## config.mk

```make
export PLATFORM = sky130hd
export DESIGN_NAME = fetch_pc_if_id_stage
export DESIGN_NICKNAME = d
export VERILOG_FILES = /design/src/rtl/fetch_pc_if_id_stage.sv
export SDC_FILE = /design/constraint.sdc
export NUM_CORES = 1
export LEC_CHECK = 0
export BUFFER_PORTS_ARGS = -buffer_cell sky130_fd_sc_hd__buf_2
export CORE_MARGIN = 5
export CORE_UTILIZATION = 53
export CTS_CLUSTER_SIZE = 14
export DETAILED_ROUTE_END_ITERATION = 12
export PLACE_DENSITY = 0.86
export SYNTH_ARGS = -nofsm -noshare
export SYNTH_HDL_FRONTEND = slang
export SYNTH_SLANG_ARGS = --single-unit
```

## constraint.sdc

```tcl
create_clock -name clk -period 5 [get_ports clk]
set_input_delay 0.5 -clock clk [delete_from_list [all_inputs] [get_ports clk]]
set_output_delay 0.5 -clock clk [all_outputs]
set_load 0.02 [all_outputs]
```

## src/rtl/fetch_pc_if_id_stage.sv

```systemverilog
// Instruction-fetch stage: PC/nPC pair with one delay slot, the IF/ID
// pipeline register feeding decode, and a saturating stall counter for debug.
module fetch_pc_if_id_stage #(
  parameter logic [31:0] RESET_PC    = 32'h0000_0000,
  parameter logic [31:0] NOP_INSTR   = 32'h0000_0000,
  parameter int          STALL_CNT_W = 16
) (
  input  logic                   clk,
  input  logic                   reset,
  input  logic                   PC_LE,
  input  logic                   nPC_LE,
  input  logic                   IF_ID_LE,
  input  logic                   ID_branch_taken,
  input  logic [31:0]            ID_target_addr,
  input  logic                   IF_ID_flush,
  input  logic [31:0]            imem_instr,
  output logic [31:0]            imem_addr,
  output logic [31:0]            PC_out,
  output logic [31:0]            nPC_out,
  output logic [31:0]            IF_ID_instr,
  output logic [31:0]            IF_ID_PC,
  output logic                   IF_ID_valid,
  output logic [STALL_CNT_W-1:0] stall_count
);

  localparam logic [STALL_CNT_W-1:0] STALL_ONE = {{(STALL_CNT_W-1){1'b0}}, 1'b1};
  localparam logic [STALL_CNT_W-1:0] STALL_MAX = {STALL_CNT_W{1'b1}};

  logic [31:0]            pc_r;
  logic [31:0]            npc_r;
  logic [31:0]            ifid_instr_r;
  logic [31:0]            ifid_pc_r;
  logic                   ifid_valid_r;
  logic [STALL_CNT_W-1:0] stall_cnt_r;

  logic [31:0]            npc_next_s;
  logic [STALL_CNT_W-1:0] stall_cnt_next_s;

  // Next nPC: word-aligned branch target when taken, else sequential (wraps mod 2^32).
  always_comb begin
    npc_next_s = npc_r;
    if (ID_branch_taken) begin
      npc_next_s = {ID_target_addr[31:2], 2'b00};
    end else begin
      npc_next_s = npc_r + 32'd4;
    end
  end

  // Next stall count: count hold cycles of IF/ID, stick at all-ones.
  always_comb begin
    stall_cnt_next_s = stall_cnt_r;
    if (!IF_ID_LE && (stall_cnt_r != STALL_MAX)) begin
      stall_cnt_next_s = stall_cnt_r + STALL_ONE;
    end else begin
      stall_cnt_next_s = stall_cnt_r;
    end
  end

  // PC/nPC pair: PC takes the old nPC, so the delay-slot fetch always happens.
  always_ff @(posedge clk) begin
    if (reset) begin
      pc_r  <= RESET_PC;
      npc_r <= RESET_PC + 32'd4;
    end else begin
      if (PC_LE) begin
        pc_r <= npc_r;
      end
      if (nPC_LE) begin
        npc_r <= npc_next_s;
      end
    end
  end

  // IF/ID register: flush beats hold, hold beats a normal load.
  always_ff @(posedge clk) begin
    if (reset) begin
      ifid_instr_r <= NOP_INSTR;
      ifid_pc_r    <= 32'h0000_0000;
      ifid_valid_r <= 1'b0;
    end else if (IF_ID_flush) begin
      ifid_instr_r <= NOP_INSTR;
      ifid_pc_r    <= pc_r;
      ifid_valid_r <= 1'b0;
    end else if (IF_ID_LE) begin
      ifid_instr_r <= imem_instr;
      ifid_pc_r    <= pc_r;
      ifid_valid_r <= 1'b1;
    end
  end

  // Debug stall counter register.
  always_ff @(posedge clk) begin
    if (reset) begin
      stall_cnt_r <= {STALL_CNT_W{1'b0}};
    end else begin
      stall_cnt_r <= stall_cnt_next_s;
    end
  end

  assign imem_addr   = pc_r;
  assign PC_out      = pc_r;
  assign nPC_out     = npc_r;
  assign IF_ID_instr = ifid_instr_r;
  assign IF_ID_PC    = ifid_pc_r;
  assign IF_ID_valid = ifid_valid_r;
  assign stall_count = stall_cnt_r;

endmodule

```

==> summary.md, run 1 <==
| Metric | Value |
|---|---|
| Pwr/cell area | 335 nW/um^2 |
| Crit end category | flop |
| Hold Crit Start | imem_instr[23] |
| Std-Cell Rows | 40 |
| H-tree depth | 4 |
| Reg2Reg Setup Slack | 2.65 ns |
| Peak Freq | 425 MHz |
| P_leak | 3.72 nW |
| CTS hold repair buffers | 0 |
| Post-CTS Resized | 0 |
| Root Driver | clkbuf_16 |
| RePlAce Congestion | 0.864 |
| Total number of vias | 6288 |
| Half-perimeter wire length after placement | 13600 um |
| Post-DRT Antenna Nets | 0 |
| RR Endpoint | nPC_out[22] |
| I/O Buffers | 237 |
| Synth warn | 0 |
| Area Overhead vs Synth | 22.6% |
| Most frequent cell after synthesis | dfxtp_1 |
| First-pass GRT wire length | 30700 um |
| Worst clock skew | 0.00479 ns |
| CP required | 5.33 ns |
| WP data arrival | 2.69 ns |
| TritonCTS Sinks | 139 |
| Total power | 0.00267 W |
| Fin util | 66.3% |
| Share of cells above drive strength 1 | 31.2% |
| # Post-CTS Setup Buffers | 0 |
| Min-Delay Endpoint | IF_ID_instr[23] |
| Final Max Tran Viols | 0 |
| DRC viols | 0 |
| Hold-critical path depth | 3 |
| Yosys top cell area share | 42.8% |
| Max_slew headroom | 36.3% |
| Core area | 12000 um^2 |
| Worst vdd ir | 0.216 mV |
| GRT Residual Overflow | 0 |
| Ranking of synthesized cells by area | dfxtp_1 (43%), mux2i_1 (9.9%), nor2_1 (6.0%) |
| Yosys cell types | 68 |
| Top FF cell, synth | dfxtp_1 |
| Max-Cap Viols | 0 |
| RSZ-0062 raised after global routing | false |
| Synth cell count leaders | dfxtp_1 (139), nor2_1 (103), nand2_1 (93), mux2i_1 (64), a21oi_1 (53) |
| Initial antenna violation count | 1 |
| ANT cells | 0 |
| Final setup violation count | 0 |
| Hold WC Path Type | in -> reg |
| TritonCTS Buffers | 17 |
| Die width | 121 um |
| Yosys top cell by area | dfxtp_1 |
| Status | complete, no violations |
| Synthesized flop and latch total | 139 |
| CP Max Fanout | 9 |
| Tot GR Track Use | 26.3% |
| Tmin final | 2.35 ns |
| Largest net degree at the start of global routing | 81 |
| Cells after Synth | 762 |
| Initial DRC Count | 557 |
| Final worst-path cycle share | 47.0% |
| Top Ports | 248 |
| Avg Vias per Cell | 5.74 |
| Seq/Total Area, Yosys | 42.8% |
| DIE AREA | 14600 um^2 |
| Worst skew pair latency | 0.42 ns |
| Vias in the first global route | 6045 |
| Async set or reset register ratio after synthesis | 0% |
| Number of enable flip-flop cells after synthesis | 0 |
| Worst-margin pin slew | 0.956 ns |
| DRT Pass-1 Iters | 5 |
| Fillers | 1005 |
| Syn Area/Cell | 8.53 um^2 |
| Initial Utilization | 54.1% |
| Max clock buf depth | 2 |
| Final nets | 1008 |
| Detailed Route WL | 19500 um |
| Final Hold Fails | 0 |
| Startpoint type of the worst setup path | flop |
| FF-to-FF path depth | 5 |
| Routed WL per cell | 17.8 um |
| Die height | 121 um |
| TritonCTS clock tree | yes |
| RR Startpoint | nPC_out[3] |
| Critical path type | reg -> reg |
| Setup TNS | 0 ns |
| Synthesized area | 6500 um^2 |
| Clock transition at the registers of the reported paths | 0.06 ns |
## cells in the final DEF (no fill, tap or decap), types with 3 or more instances in the layout
master      synthesis  final
a211oi_1            7      7
or3_1               5      5
dfxtp_1           139    139
a31oi_1             6      6
clkinvlp_4          0      5
nand4_1            19     19
o31ai_1             5      5
a21oi_1            53     53
buf_4              39      5
nor2_1            103    102
o41ai_1             4      4
nor4_1              8      8
nor2b_1            11     11
nor3_1              7      7
and2_1              6      6
nand3_1            15     15
inv_1               9      9
and3_1              9      9
a22oi_1             5      5
mux2_2             10     10
mux2i_1            64     64
buf_2               5    236
o21ai_0            21     21
or2_2               4      4
a311o_1             4      4
clkbuf_8            0      4
and4_1              7      7
conb_1              1      8
nand2_1            93     93
clkbuf_16           0     17
a311oi_1            3      3
a32o_1              3      3
## registers in the layout (all words and copies together) (netlist names)
name / cells
stall_count: 16
PC_out: 30
IF_ID_PC: 30
IF_ID_valid: 1
nPC_out: 30
IF_ID_instr: 32
## metal layers
| layer | GRT usage [%] | routed length (um) | vias to the layer above |
|---|---|---|---|
| met3 | 8.09 | 1980 | 44 |
| met1 | 30.2 | 7460 | 2904 |
| li1 | - | - | 3006 |
| met4 | 10.9 | 489 | 2 |
| met2 | 45.4 | 9550 | 332 |
| met5 | 0 | 13 | - |
## critical path, stage by stage, from the launching register on
cell and delay (ns):
dfxtp_1 0.55, ha_1 0.31, and4_4 0.29, nand3_1 0.27, or4_4 0.57, a221oi_2 0.27
## how the worst max path moves through the flow
stage                          start           to  slack (ns)  cells past startpoint
after global placement        nPC_LE  nPC_out[31]        2.40                      5
after detailed placement      nPC_LE  nPC_out[31]        2.36                      5
final                     nPC_out[3]  nPC_out[22]        2.65                      5
after CTS                 nPC_out[3]  nPC_out[22]        2.69                      5
after global routing          nPC_LE  nPC_out[31]        2.52                      5
after floorplan           nPC_out[2]  nPC_out[22]        2.94                      5
## through the flow
stage	cell area, um^2	cells	setup slack (ns)	hold slack [ns]
final	7970	1095	2.65	0.310
after global routing	7970	1095	2.52	0.303
after CTS	7970	1095	2.69	0.299
after global placement	7410	1063	2.40	0.434
after floorplan	6520	769	2.94	0.530
after detailed placement	7410	1063	2.36	0.440
## where the power goes
group | total [W] | leakage (nW) | switching [W] | internal (W)
clock | 0.00117 | 0.257 | 0.000483 | 0.000685
sequential | 0.00120 | 1.13 | 0.0000552 | 0.00115
combinational | 0.000299 | 2.34 | 0.000190 | 0.000109
total | 0.00267 | 3.72 | 0.000727 | 0.00194
## final cells by class
class / instances / area (um^2) / area share (%)
Clock inverter: 9 / 65.1 / 0.817
Clock buffer: 23 / 488 / 6.13
Multi-Input combinational cell: 526 / 3190 / 40.0
Inverter: 10 / 37.5 / 0.471
Sequential cell: 139 / 2780 / 34.9
Timing Repair Buffer: 241 / 1220 / 15.3
Tap cell: 147 / 184 / 2.31
## kinds of logic after synthesis
family / count (synthesis) / share of synthesized area, %
AO/OA/AOI/OAI: 141 / 14.4
adder cells (fa/ha/maj): 2 / 0.385
multiplexers: 74 / 11.6
flip-flops: 139 / 42.8
AND/OR/NAND/NOR: 301 / 22.2
other: 1 / 0.0577
buffers and inverters: 104 / 8.53
Note: power is estimated with default switching activity, not from simulation.
==> run 2, diff against run 1 <==
CORE_UTILIZATION = 49   (was 53)
PLACE_DENSITY = 0.8   (was 0.86)
clock period = 2.4 ns   (was 5 ns; I/O delays follow)
==> run 2 against run 1 <==
Net effect:
- non-clock buffer count increased by 13
- clock power increased by 120%
- sequential cell count unchanged
- global-route usage decreased by 1.8 points
- cell count increased by 3.8%
- utilization decreased by 4.4 points
- power increased by 120%
- critical endpoint unchanged
- largest cell class unchanged
- highest routed layer is now met4
==> summary.md, run 2 (synthesis results as in run 1) <==
| Metric | Value |
|---|---|
| DIE AREA | 15700 um^2 |
| Post-DRT Antenna Nets | 0 |
| Layer with the highest usage | met2 |
| Initial antenna violation count | 0 |
| Hold WC Path Type | in -> reg |
| Critical path origin | nPC_out[2] |
| DRC viols | 0 |
| Setup crit end | nPC_out[22] |
| Final Hold Fails | 0 |
| Max_slew headroom | 37.2% |
| Std-Cell Rows | 42 |
| Tmin final | 2.04 ns |
| First-pass GRT wire length | 31100 um |
| Fillers | 1177 |
| Half-perimeter wire length after placement | 14400 um |
| Met1 usage | 28.6% |
| RePlAce Congestion | 0.914 |
| RR Startpoint | nPC_out[2] |
| GRT Residual Overflow | 0 |
| P_leak | 3.81 nW |
| Worst vdd ir | 0.468 mV |
| Dpl cells | 1105 |
| Status | complete, no violations |
| Post-CTS Resized | 0 |
| TritonCTS Buffers | 17 |
| RSZ-0062 raised after global routing | false |
| Leading cell type in the layout, fill and taps excluded | buf_2 |
| Hold-critical path depth | 3 |
| Final setup violation count | 0 |
| FF-to-FF path depth | 5 |
| Largest net degree at the start of global routing | 45 |
| Routed WL per cell | 17.7 um |
| Peak Freq | 490 MHz |
| Root Driver | clkbuf_16 |
| Tot GR Track Use | 24.5% |
| CP required | 2.73 ns |
| WP data arrival | 2.37 ns |
| Final cell count without fillers | 1137 |
| Worst skew pair latency | 0.42 ns |
| Max-Cap Viols | 0 |
| H-tree depth | 4 |
| Initial DRC Count | 544 |
| # Post-CTS Setup Buffers | 0 |
| CP Max Fanout | 10 |
| CP max-delay cell | dfxtp_1 |
| Pwr/cell area | 706 nW/um^2 |
| Setup TNS | 0 ns |
| Slowest Stage Delay on Critical Path | 0.50 ns |
| Share of cells above drive strength 1 | 32.3% |
| Vias in the first global route | 5863 |
| RR Endpoint | nPC_out[22] |
| GRT met3 Usage | 9.30% |
| Crit end category | flop |
| Top Ports | 248 |
| Worst clock skew | 0.00664 ns |
| Area Overhead vs Synth | 25.1% |
| Total number of vias | 6381 |
| I/O Buffers | 237 |
| Final worst-path cycle share | 85.1% |
| Detailed Route WL | 20100 um |
| Global-route track usage on met2 | 42.0% |
| TritonCTS Sinks | 139 |
| DRT Pass-1 Iters | 4 |
| Startpoint type of the worst setup path | flop |
| Final nets | 1021 |
| TritonCTS clock tree | yes |
| Reg2Reg Setup Slack | 0.36 ns |
| Critical path type | reg -> reg |
| Worst path cell trace | ha_1 > and4_4 > nand3_1 > or4_4 > a221oi_2 |
| Avg Vias per Cell | 5.61 |
| Max clock buf depth | 2 |
| Initial Utilization | 49.5% |
| Most frequent cells in the layout | buf_2 (236), dfxtp_1 (139), nor2_1 (102) |
| Worst-margin pin slew | 0.941 ns |
| Die height | 125 um |
| Max FFs per register | 32 |
| ANT cells | 0 |
| CTS hold repair buffers | 0 |
| Clock transition at the registers of the reported paths | 0.06 ns |
| Core area | 13100 um^2 |
| Die width | 125 um |
| Final Max Tran Viols | 0 |
run 2: cell count changes in the layout (fill, tap and decap cells not counted):
| cell | delta |
|---|---|
| bufinv_16 | +2 |
| clkbuf_8 | -3 |
| inv_6 | +3 |
| clkbuf_1 | -1 |
| clkinvlp_4 | -2 |
| buf_4 | +13 |
| clkinv_2 | +1 |
run 2: where the power goes:
part	internal [W]	switching, W
combinational	0.000240	0.000413
sequential	0.00239	0.000102
clock	0.00156	0.00103
total	0.00419	0.00155
run 2: how the worst min path moves through the flow:
stage | startpoint | end | slack [ns]
5_1_grt | imem_instr[7] | IF_ID_instr[7] | 0.04
6_report | imem_instr[13] | IF_ID_instr[13] | 0.05
3_5_place_dp | IF_ID_PC[19] | IF_ID_PC[19] | 0.44
4_1_cts | imem_instr[7] | IF_ID_instr[7] | 0.04
3_3_place_gp | IF_ID_PC[30] | IF_ID_PC[30] | 0.44
2_1_floorplan | ID_target_addr[25] | nPC_out[25] | 0.38
run 2: worst max-delay path, delay by kind of cell, from the launching register on:
family	cells	cell delay (ns)
flops	1	0.50
compound gates	1	0.27
fa+ha+maj	1	0.31
simple gates	3	0.87
run 2: cell type report:
class | count | area [um^2] | share of cell area (%)
clock inverters | 13 | 141 | 1.74
well taps | 176 | 220 | 2.71
inverters | 10 | 37.5 | 0.462
flip-flops and latches | 139 | 2780 | 34.2
repair buffers | 254 | 1320 | 16.2
clock buffers | 19 | 443 | 5.45
multi-input cells | 526 | 3190 | 39.2
run 2: through the flow:
stage	util [%]	cell area [um^2]	hold WS [ns]	setup slack [ns]	power [W]
after CTS	61.9	8130	0.0418	0.362	0.00577
after global placement	57.4	7550	0.435	0.466	0.00318
after global routing	61.9	8130	0.0351	0.232	0.00597
final	61.9	8130	0.0496	0.358	0.00574
after detailed placement	57.4	7550	0.442	0.392	0.00319
after floorplan	-	6520	0.384	0.343	0.00296
run 2: per-layer routing:
metal	routed length, um	vias up
met2	10100	325
met1	7760	3002
met3	1990	32
met5	0	-
li1	-	3022
met4	293	0
==> run 3, diff against run 2 <==
CORE_UTILIZATION = 53   (was 49)
PLACE_DENSITY = 0.86   (was 0.8)
clock period = 2.65 ns   (was 2.4 ns; I/O delays follow)
==> run 3 against run 2 <==
Net effect:
- critical endpoint unchanged
- highest routed layer unchanged
- largest power group unchanged
- worst setup slack improved by 0.24 ns
- count of clock-buffer cells in the layout increased by 4
- cell count decreased by 3.2%
- via count decreased by 0.78%
==> summary.md, run 3 (synthesis results as in run 1) <==
| Metric | Value |
|---|---|
| Post-CTS Resized | 0 |
| Hold WC Path Type | in -> reg |
| Detailed Route WL | 19600 um |
| Peak Freq | 486 MHz |
| TritonCTS clock tree | yes |
| Post-DRT Antenna Nets | 0 |
| GRT Residual Overflow | 0 |
| DRC viols | 0 |
| Setup ws final | 0.594 ns |
| RSZ-0062 raised after global routing | false |
| Area Overhead vs Synth | 24.6% |
| TritonCTS Sinks | 139 |
| Max-Cap Viols | 0 |
| Hold Crit Start | imem_instr[1] |
| Clock transition at the registers of the reported paths | 0.06 ns |
| ANT cells | 0 |
| WL met1 | 7460 um |
| P_sw | 0.00136 W |
| Clk network pwr share | 46.6% |
| Worst skew pair latency | 0.42 ns |
| I/O Buffers | 237 |
| Cell Int Power | 0.00396 W |
| Die height | 121 um |
| Design Area, Final | 8090 um^2 |
| Worst clock skew | 0.00616 ns |
| Met2 routed WL | 9600 um |
| Final Max Tran Viols | 0 |
| Met3 wire length | 2070 um |
| Sw Ratio | 25.6% |
| Final worst-path cycle share | 77.6% |
| Dpl cells | 1069 |
| Final Hold Fails | 0 |
| Root Driver | clkbuf_16 |
| Tmin final | 2.06 ns |
| RR Startpoint | nPC_out[2] |
| Status | complete, no violations |
| Worst vdd ir | 0.434 mV |
| Worst-margin pin slew | 0.953 ns |
| Final nets | 1014 |
| Share of cells above drive strength 1 | 31.7% |
| Max layer used | met4 |
| CP required | 2.98 ns |
| Final setup violation count | 0 |
| Crit end category | flop |
| Half-perimeter wire length after placement | 13900 um |
| Final cell count without fillers | 1101 |
| Std-Cell Rows | 40 |
| Largest net degree at the start of global routing | 62 |
| Max clock buf depth | 2 |
| Critical path type | reg -> reg |
| Initial Utilization | 54.1% |
| Flop pwr share | 42.5% |
| RePlAce Congestion | 0.917 |
| Die width | 121 um |
| Total power | 0.00532 W |
| Startpoint type of the worst setup path | flop |
| Gate power share | 10.9% |
| CP Max Fanout | 10 |
| DIE AREA | 14600 um^2 |
| Avg Vias per Cell | 5.75 |
| Cell Area, Placed | 7470 um^2 |
| Initial DRC Count | 554 |
| Max_slew headroom | 36.5% |
| TritonCTS Buffers | 17 |
| Top Ports | 248 |
| Initial antenna violation count | 0 |
| Tot GR Track Use | 26.4% |
| Pwr/cell area | 657 nW/um^2 |
| WP data arrival | 2.38 ns |
| Critical path origin | nPC_out[2] |
| P_leak | 3.80 nW |
| Total number of vias | 6331 |
| Leading cell type in the layout, fill and taps excluded | buf_2 |
| H-tree depth | 4 |
| Core area | 12000 um^2 |
| Vias in the first global route | 5953 |
| Setup TNS | 0 ns |
| Routed WL per cell | 17.8 um |
| CTS hold repair buffers | 0 |
| Place WS | 0.645 ns |
| DRT Pass-1 Iters | 7 |
| Most frequent cells in the layout | buf_2 (236), dfxtp_1 (139), nor2_1 (102) |
| First-pass GRT wire length | 30500 um |
| Max FFs per register | 32 |
| # Post-CTS Setup Buffers | 0 |
## run 3: cell types whose count changed in the layout (fill, tap and decap cells not counted)
cell | previous run | this run
buf_12 | 0 | 1
buf_4 | 18 | 10
bufinv_16 | 2 | 3
clkbuf_1 | 1 | 2
clkbuf_8 | 1 | 4
clkinv_2 | 3 | 1
clkinv_4 | 2 | 1
inv_6 | 3 | 1
## run 3: layout make-up
class	count	area, um^2
sequential	139	2780
clock inverter	9	135
clock buffer	23	488
multi-input combinational	526	3190
inverter	10	37.5
timing repair buffer	247	1280
fill	997	3920
tap	147	184
## run 3: per-stage QoR
stage	hold WS, ns	util (%)
finish	0.0778	67.4
global route	0.0738	67.4
CTS	0.0677	67.4
detailed placement	0.441	62.2
global placement	0.435	62.2
floorplan	0.409	-
## run 3: worst paths after layout
path,end,cells past startpoint,slack [ns]
worst min-delay path,IF_ID_instr[1],3,0.08
worst min register to register,IF_ID_PC[23],2,0.45
worst max-delay path,nPC_out[22],5,0.59
worst max register to register,nPC_out[22],5,0.59
## run 3: critical path, cell delays in order (launching register included)
cell      delay [ns]
dfxtp_1         0.49
ha_1            0.29
and4_4          0.29
nand3_1         0.10
or4_4           0.49
a221oi_2        0.30
## run 3: metal layers
metal	GRT usage (%)	vias to the layer above
li1	-	3014
met1	31.3	2901
met2	44.6	365
met3	7.81	51
met4	10.6	0
met5	0	-
## run 3: power by group through the flow
stage | clock (W) | combinational, W | sequential [W]
final | 0.00248 | 0.000578 | 0.00226
after global routing | 0.00261 | 0.000624 | 0.00227
after CTS | 0.00250 | 0.000577 | 0.00226
after detailed placement | 0 | 0.000573 | 0.00230
after global placement | 0 | 0.000565 | 0.00230
after floorplan | 0 | 0.000326 | 0.00236
